File: config.mk
export PLATFORM = sky130hd
export DESIGN_NAME = uart_alu_ctrl_flat
export DESIGN_NICKNAME = d
export VERILOG_FILES = /design/src/rtl/uart_alu_ctrl_if.sv /design/src/rtl/uart_alu_ctrl.sv /design/src/flat_wrapper.sv
export SDC_FILE = /design/constraint.sdc
export NUM_CORES = 2
export LEC_CHECK = 0
export BUFFER_PORTS_ARGS = -buffer_cell sky130_fd_sc_hd__buf_2
export CAP_MARGIN = 5
export CORE_MARGIN = 2
export CORE_UTILIZATION = 47
export CTS_CLUSTER_DIAMETER = 40
export DETAILED_ROUTE_END_ITERATION = 16
export GPL_ROUTABILITY_DRIVEN = 0
export HOLD_SLACK_MARGIN = 0.02
export PLACE_DENSITY = 0.73
export SLEW_MARGIN = 0
export SYNTH_ARGS = -nofsm -noshare
export SYNTH_HDL_FRONTEND = slang
export SYNTH_SLANG_ARGS = --single-unit
File: constraint.sdc
create_clock -name clk_i -period 19.7 [get_ports clk_i]
set_input_delay 1.97 -clock clk_i [delete_from_list [all_inputs] [get_ports clk_i]]
set_output_delay 1.97 -clock clk_i [all_outputs]
set_load 0.005 [all_outputs]
File: src/rtl/uart_alu_ctrl_if.sv
// Byte-stream bundle between the UART ALU sequencer and the uart RX/TX AXI-stream ports.
// The slave side is the sequencer; the master side is the uart (or a testbench standing in for it).
interface uart_alu_ctrl_if;
   logic [7:0] rx_tdata_i;
   logic       rx_tvalid_i;
   logic       rx_tready_o;
   logic [7:0] tx_tdata_o;
   logic       tx_tvalid_o;
   logic       tx_tready_i;

   modport slave (
      input  rx_tdata_i,
      input  rx_tvalid_i,
      output rx_tready_o,
      output tx_tdata_o,
      output tx_tvalid_o,
      input  tx_tready_i
   );

   modport master (
      output rx_tdata_i,
      output rx_tvalid_i,
      input  rx_tready_o,
      input  tx_tdata_o,
      input  tx_tvalid_o,
      output tx_tready_i
   );
endinterface

File: src/rtl/uart_alu_ctrl.sv
// UART ALU packet sequencer: parses [opcode, reserved, len_lo, len_hi, payload...]
// from the uart RX stream and answers with echoed bytes or a 32-bit add/mul result.
module uart_alu_ctrl #(
   parameter logic [7:0] OP_ECHO = 8'hEC,
   parameter logic [7:0] OP_ADD  = 8'hAD,
   parameter logic [7:0] OP_MUL  = 8'h88
) (
   input  logic                  clk_i,
   input  logic                  rst_ni,
   uart_alu_ctrl_if.slave        bus,
   output logic                  busy_o,
   output logic                  err_o
);

   typedef enum logic [2:0] {
      ST_IDLE,
      ST_RSVD,
      ST_LEN_LO,
      ST_LEN_HI,
      ST_ECHO,
      ST_OPER,
      ST_RESULT,
      ST_DRAIN
   } state_t;

   state_t      state_q, state_d;

   logic [7:0]  opcode_q;
   logic [7:0]  len_lo_q;
   logic [15:0] cnt_q;
   logic [23:0] op_q;
   logic [1:0]  byte_idx_q;
   logic        first_q;
   logic [31:0] acc_q;
   logic [1:0]  res_idx_q;
   logic [7:0]  tx_data_q;
   logic        tx_valid_q;
   logic        err_q;
   logic        err_d;

   logic        rx_ready;
   logic        rx_fire;
   logic        tx_fire;
   logic [15:0] len_full;
   logic [15:0] pay_len;
   logic        op_known;
   logic        pay_bad;
   logic [31:0] operand;
   logic [31:0] prod;
   logic [31:0] acc_next;

   // Reset holds the stream ready low so nothing is consumed while the block is being cleared.
   assign bus.rx_tready_o = rx_ready & ~rst_ni;
   assign bus.tx_tdata_o  = tx_data_q;
   assign bus.tx_tvalid_o = tx_valid_q;
   assign busy_o          = (state_q != ST_IDLE) & ~rst_ni;
   assign err_o           = err_q;

   assign rx_fire  = bus.rx_tvalid_i & bus.rx_tready_o;
   assign tx_fire  = tx_valid_q & bus.tx_tready_i;

   assign len_full = {bus.rx_tdata_i, len_lo_q};
   assign pay_len  = len_full - 16'd4;
   assign op_known = (opcode_q == OP_ECHO) || (opcode_q == OP_ADD) || (opcode_q == OP_MUL);
   assign pay_bad  = (pay_len == 16'd0) || (pay_len[1:0] != 2'b00);

   // Operand bytes arrive LSB first; the three earlier bytes sit in op_q.
   assign operand  = {bus.rx_tdata_i, op_q};
   assign prod     = acc_q * operand;
   assign acc_next = first_q ? operand : ((opcode_q == OP_ADD) ? (acc_q + operand) : prod);

   // RX ready per state; ECHO stops taking bytes once its payload is used up so the
   // next packet's opcode stays on the bus until the skid register has drained.
   always_comb begin
      rx_ready = 1'b0;
      case (state_q)
         ST_IDLE, ST_RSVD, ST_LEN_LO, ST_LEN_HI, ST_OPER, ST_DRAIN: rx_ready = 1'b1;
         ST_ECHO:   rx_ready = (cnt_q != 16'd0) && (!tx_valid_q || bus.tx_tready_i);
         default:   rx_ready = 1'b0;
      endcase
   end

   // State register.
   always_ff @(posedge clk_i) begin
      if (rst_ni) state_q <= ST_IDLE;
      else        state_q <= state_d;
   end

   // Next-state decode and error flag.
   always_comb begin
      state_d = state_q;
      err_d   = 1'b0;
      case (state_q)
         ST_IDLE:   if (rx_fire) state_d = ST_RSVD;
         ST_RSVD:   if (rx_fire) state_d = ST_LEN_LO;
         ST_LEN_LO: if (rx_fire) state_d = ST_LEN_HI;
         ST_LEN_HI: begin
            if (rx_fire) begin
               if (len_full < 16'd4) begin
                  err_d   = 1'b1;
                  state_d = ST_IDLE;
               end else if (!op_known) begin
                  err_d   = 1'b1;
                  state_d = (len_full == 16'd4) ? ST_IDLE : ST_DRAIN;
               end else if (opcode_q == OP_ECHO) begin
                  state_d = (pay_len != 16'd0) ? ST_ECHO : ST_IDLE;
               end else if (pay_bad) begin
                  err_d   = 1'b1;
                  state_d = (len_full == 16'd4) ? ST_IDLE : ST_DRAIN;
               end else begin
                  state_d = ST_OPER;
               end
            end
         end
         ST_ECHO:   if ((cnt_q == 16'd0) && tx_fire) state_d = ST_IDLE;
         ST_OPER:   if (rx_fire && (cnt_q == 16'd1)) state_d = ST_RESULT;
         ST_RESULT: if (tx_fire && (res_idx_q == 2'd3)) state_d = ST_IDLE;
         ST_DRAIN:  if (rx_fire && (cnt_q == 16'd1)) state_d = ST_IDLE;
         default:   state_d = ST_IDLE;
      endcase
   end

   // Header latches, payload counter, operand assembly, accumulator and TX skid register.
   always_ff @(posedge clk_i) begin
      if (rst_ni) begin
         opcode_q   <= '0;
         len_lo_q   <= '0;
         cnt_q      <= '0;
         op_q       <= '0;
         byte_idx_q <= '0;
         first_q    <= 1'b0;
         acc_q      <= '0;
         res_idx_q  <= '0;
         tx_data_q  <= '0;
         tx_valid_q <= 1'b0;
         err_q      <= 1'b0;
      end else begin
         err_q <= err_d;
         case (state_q)
            ST_IDLE:   if (rx_fire) opcode_q <= bus.rx_tdata_i;
            ST_LEN_LO: if (rx_fire) len_lo_q <= bus.rx_tdata_i;
            ST_LEN_HI: begin
               if (rx_fire) begin
                  cnt_q      <= pay_len;
                  byte_idx_q <= '0;
                  first_q    <= 1'b1;
               end
            end
            ST_ECHO: begin
               if (rx_fire) begin
                  tx_data_q  <= bus.rx_tdata_i;
                  tx_valid_q <= 1'b1;
                  cnt_q      <= cnt_q - 16'd1;
               end else if (tx_fire) begin
                  tx_valid_q <= 1'b0;
               end
            end
            ST_OPER: begin
               if (rx_fire) begin
                  cnt_q      <= cnt_q - 16'd1;
                  byte_idx_q <= byte_idx_q + 2'd1;
                  op_q       <= {bus.rx_tdata_i, op_q[23:8]};
                  if (byte_idx_q == 2'd3) begin
                     acc_q   <= acc_next;
                     first_q <= 1'b0;
                     if (cnt_q == 16'd1) begin
                        tx_data_q  <= acc_next[7:0];
                        tx_valid_q <= 1'b1;
                        res_idx_q  <= '0;
                     end
                  end
               end
            end
            // acc is shifted down per sent byte so the next byte is always acc[15:8].
            ST_RESULT: begin
               if (tx_fire) begin
                  if (res_idx_q == 2'd3) begin
                     tx_valid_q <= 1'b0;
                  end else begin
                     res_idx_q <= res_idx_q + 2'd1;
                     tx_data_q <= acc_q[15:8];
                     acc_q     <= {8'h00, acc_q[31:8]};
                  end
               end
            end
            ST_DRAIN:  if (rx_fire) cnt_q <= cnt_q - 16'd1;
            default: ;
         endcase
      end
   end

endmodule

File: src/flat_wrapper.sv
// flat-port wrapper written by rule: the top's interface ports become plain ports
module uart_alu_ctrl_flat 
#(
   parameter logic [7:0] OP_ECHO = 8'hEC,
   parameter logic [7:0] OP_ADD  = 8'hAD,
   parameter logic [7:0] OP_MUL  = 8'h88
)
  (clk_i, rst_ni, busy_o, err_o, bus_rx_tdata_i, bus_rx_tvalid_i, bus_rx_tready_o, bus_tx_tdata_o, bus_tx_tvalid_o, bus_tx_tready_i);
  uart_alu_ctrl_if bus_i ();
  input  logic clk_i;
  input  logic rst_ni;
  output logic busy_o;
  output logic err_o;
  input wire logic [$bits(bus_i.rx_tdata_i)-1:0] bus_rx_tdata_i;
  input wire logic [$bits(bus_i.rx_tvalid_i)-1:0] bus_rx_tvalid_i;
  output wire logic [$bits(bus_i.rx_tready_o)-1:0] bus_rx_tready_o;
  output wire logic [$bits(bus_i.tx_tdata_o)-1:0] bus_tx_tdata_o;
  output wire logic [$bits(bus_i.tx_tvalid_o)-1:0] bus_tx_tvalid_o;
  input wire logic [$bits(bus_i.tx_tready_i)-1:0] bus_tx_tready_i;
  assign bus_i.rx_tdata_i = bus_rx_tdata_i;
  assign bus_i.rx_tvalid_i = bus_rx_tvalid_i;
  assign bus_rx_tready_o = bus_i.rx_tready_o;
  assign bus_tx_tdata_o = bus_i.tx_tdata_o;
  assign bus_tx_tvalid_o = bus_i.tx_tvalid_o;
  assign bus_i.tx_tready_i = bus_tx_tready_i;
  uart_alu_ctrl #(.OP_ECHO(OP_ECHO), .OP_ADD(OP_ADD), .OP_MUL(OP_MUL)) u_core (.clk_i(clk_i), .rst_ni(rst_ni), .bus(bus_i), .busy_o(busy_o), .err_o(err_o));
endmodule
==> flow_summary_export.csv <==
group,metric,value,unit
pwr,finalPower,0.000499,W
pwr,worst_ir_drop_vdd,0.0000475,V
yosys,synth.mux.area_fraction,1.05,%
timing,drv_slew,0,
yosys,syn_avg_cell_area,8.53,sq um
timing,hold_viol,0,
critical_path,r2r_cells,22,
cts,htreeDepth,3,
grt,track_usage,28.2,%
critical_path,end_kind,"register",
timing,min_period,8.33,ns
floorplan,num_io_pins,24,
timing,max_slew_margin,26.2,%
cts,cts_buffers,9,
critical_path,reg2reg_setup_slack,11.37,ns
pwr,power_frac_clock,38.6,%
yosys,ys_ff_latch,106,
critical_path,cpPeakStageDelay,0.99,ns
grt,grt_max_degree,68,
cts,clkSinkCount,106,
cts,clk_pin_slew,0.07,ns
cts,cts_setup_buffers,0,
yosys,synth_compound_area_share,11.4,%
critical_path,cp_top_family,"adder cells",
floorplan,start_util,47.3,%
drt,drtPass1Iterations,6,
drt,post-route-drc-count,0,
worst_hold_path,hold_class,"reg2reg",
cts,hold_buffers,0,
pwr,p_per_area,20.9,nW/um^2
job,maxCapViolCount,0,
worst_hold_path,worstHoldEndpoint,"u_core.cnt_q[10]",
finish,antennaDiodeCount,0,
drt,viasPerCell,5.91,
pwr,p_int,0.000353,W
floorplan,die_w,225,um
yosys,yosys.area.top_type,"fa_1",
finish,final_nets,3197,
timing,setup-violations-final,0,
critical_path,critPathArrivalTime,8.59,ns
worst_hold_path,hp-start,"u_core.cnt_q[10]",
yosys,synthCells,2694,
critical_path,slowest_stage,"dfxtp_1",
yosys,yosys-top-cells-count,"fa_1, inv_1, nand2_1",
finish,area_growth_syn_to_layout,4.16,%
yosys,synth_warnings,0,
placed_design,io_buffers,23,
critical_path,worst_setup_path_start_kind,"register",
pwr,comb_power_share,15.9,%
drt,ant_nets,0,
finish,drive_gt1_share,4.73,%
outcome,status,"finished clean",
yosys,ys_seq_area_share,9.24,%
grt,gr-total-overflow,0,
finish,fin_area,23900,sq um
floorplan,coreArea,48500,sq um
yosys,syn-num-nets,3275,
drt,vias,19182,
timing,worst_pin_slew,1.10,ns
placed_design,dpl_cell_area,23600,sq um
drt,drtIter0Drc,1777,
yosys,synth_top_family_by_area,"adder cells",
timing,skew,0.0160,ns
pwr,p_leak,11.1,nW
timing,fin_crit_sh,42.3,%
critical_path,crit_chain,"buf_4 -> ha_1 -> fa_1 -> fa_1 -> fa_1 -> inv_1 -> fa_1 -> inv_1 -> fa_1 -> ha_1 -> fa_1 -> fa_1 -> ha_1 -> and3_1 -> and2_1 -> a221oi_1 -> a21oi_1 -> o41ai_1 -> o21ai_0 -> xnor2_1 -> a221oi_1 -> a21o_1",
critical_path,cpMostUsedCell,"fa_1",
critical_path,crit_buf_inv,3,
pwr,power.switching,0.000146,W
finish,fin_util,49.3,%
critical_path,r2r-start,"u_core.op_q[7]",
cts,insertion_delay,0.37,ns
yosys,synth_cell_type_count,84,
cts,clk_path_buf_depth,2,
critical_path,crit_type,"reg2reg",
cts,cts.repair.resized,0,
timing,whs,0.486,ns
pwr,seqPwrFrac,45.5,%
critical_path,startpoint,"u_core.op_q[7]",
critical_path,path_max_fanout,20,
drt,wl_per_cell,21.1,um
grt,grt_pass1_vias,20422,
yosys,synthArstFlopShare,0,%
yosys,synth-edff-count,0,
floorplan,dieArea,50700,sq um
grt,grt_pass1_wl,111000,um
pwr,swShare,29.2,%
yosys,synth.most_common_cell,"fa_1",
yosys,synth_xor_area_share,4.29,%
floorplan,fp.dieH,225,um
timing,tns,0,ns
critical_path,r2r-end,"u_core.acc_q[30]",
placed_design,hpwl,51100,um
cts,cts_tree,"built",
drt,wl,68400,um
yosys,synthAdderAreaFrac,44.4,%
yosys,synthFlopType,"dfxtp_1",
yosys,yosys.area.top_type_share,35.6,%
grt,antenna_found_initial,0,
cts,cts_root_buf,"clkbuf_16",
yosys,syn-cell-area,23000,sq um
critical_path,worstPathRequired,19.96,ns
timing,max_freq,120,MHz
worst_hold_path,worstHoldPathCells,2,
timing,rsz0062_at_grt,"no",
floorplan,num_rows,81,
finish,fillerInstances,4536,
yosys,yosys.area_share.simple,20.3,%
yosys,synth_area_leaders,"fa_1, dfxtp_1, ha_1, and2_1, inv_1",
## cell usage in the layout, fill, tap and decap left out, types with 6 or more instances in the layout
master       n
dfxtp_1    106
a211oi_1    34
o21ai_1      7
buf_4       55
inv_1      398
buf_2       22
nand2_1    359
nor4_1      11
and3_1      18
and2_1     304
o21ai_0     76
nor3_1      29
o21a_1      13
a22oi_1     12
nand3_1     23
mux2i_1     24
clkbuf_16    9
nor3b_1      6
a21oi_1     96
nand4_1      8
o22ai_1     11
o211ai_1    19
xor2_1      35
nor2b_1      6
a21o_1      22
or3_1       12
a31oi_1     12
a221oi_1    10
fa_1       409
nor2_1     114
ha_1       160
nand2b_1    17
xnor2_1     75
## kinds of logic (layout without fill, tap and decap cells)
group / after synthesis / in the layout
buf+inv: 565 / 492
mux: 24 / 24
flops: 106 / 106
compound gates: 385 / 385
simple gates: 934 / 934
xor+xnor: 111 / 111
fa+ha+maj: 569 / 569
## routing by layer
layer / global-route usage (%) / vias up / wire length, um
met5: 0 / - / 0
met4: 13.6 / 0 / 3800
met3: 4.12 / 252 / 6110
met2: 46.8 / 1021 / 32100
met1: 36.1 / 9556 / 26400
li1: - / 8353 / -
## final cells by class
| class | count | area, sq um | area share, % |
|---|---|---|---|
| Clock buffer | 13 | 260 | 1.09 |
| Clock inverter | 3 | 47.5 | 0.199 |
| Inverter | 399 | 1500 | 6.26 |
| Multi-Input combinational cell | 2023 | 18700 | 78.1 |
| Sequential cell | 106 | 2120 | 8.87 |
| Tap cell | 622 | 778 | 3.25 |
| Timing Repair Buffer | 77 | 523 | 2.19 |
## sequential cells by signal (all words and copies together) (netlist names)
signal and count:
u_core.op_q 24, u_core.cnt_q 16, u_core.first_q 1, u_core.len_lo_q 8
u_core.byte_idx_q 2, u_core.bus.tx_tvalid_o 1, u_core.opcode_q 8, u_core.bus.tx_tdata_o 8
u_core.state_q 3, u_core.res_idx_q 2, u_core.acc_q 32, u_core.err_o 1
## worst max-delay path by stage
| stage | end | cells after the start |
|---|---|---|
| 2_1_floorplan | u_core.acc_q[31] | 22 |
| 4_1_cts | u_core.acc_q[30] | 22 |
| 3_3_place_gp | u_core.acc_q[31] | 22 |
| 5_1_grt | u_core.acc_q[30] | 22 |
| 6_report | u_core.acc_q[30] | 22 |
| 3_5_place_dp | u_core.acc_q[31] | 22 |
## power groups by stage
stage | logic (W) | clock network (W) | registers, W
2_1_floorplan | 0.0000611 | 0 | 0.000228
3_3_place_gp | 0.0000751 | 0 | 0.000231
3_5_place_dp | 0.0000776 | 0 | 0.000232
4_1_cts | 0.0000782 | 0.000194 | 0.000227
5_1_grt | 0.0000863 | 0.000202 | 0.000228
6_report | 0.0000792 | 0.000193 | 0.000227
## worst register-to-register path, cell delays in order (launching register included)
cell and delay [ns]:
dfxtp_1 0.99, buf_4 0.34, ha_1 0.37, fa_1 0.50, fa_1 0.44, fa_1 0.56
inv_1 0.05, fa_1 0.36, inv_1 0.09, fa_1 0.39, ha_1 0.30, fa_1 0.52
fa_1 0.43, ha_1 0.37, and3_1 0.23, and2_1 0.16, a221oi_1 0.53, a21oi_1 0.21
o41ai_1 0.55, o21ai_0 0.23, xnor2_1 0.27, a221oi_1 0.14, a21o_1 0.19
## through the flow
stage | std cells | worst slack (ns)
after floorplan | 2694 | 11.58
after detailed placement | 3227 | 11.28
after global routing | 3243 | 11.06
after global placement | 3227 | 11.35
final | 3243 | 11.37
after CTS | 3243 | 11.49
Power figures use the tool's default switching activity.
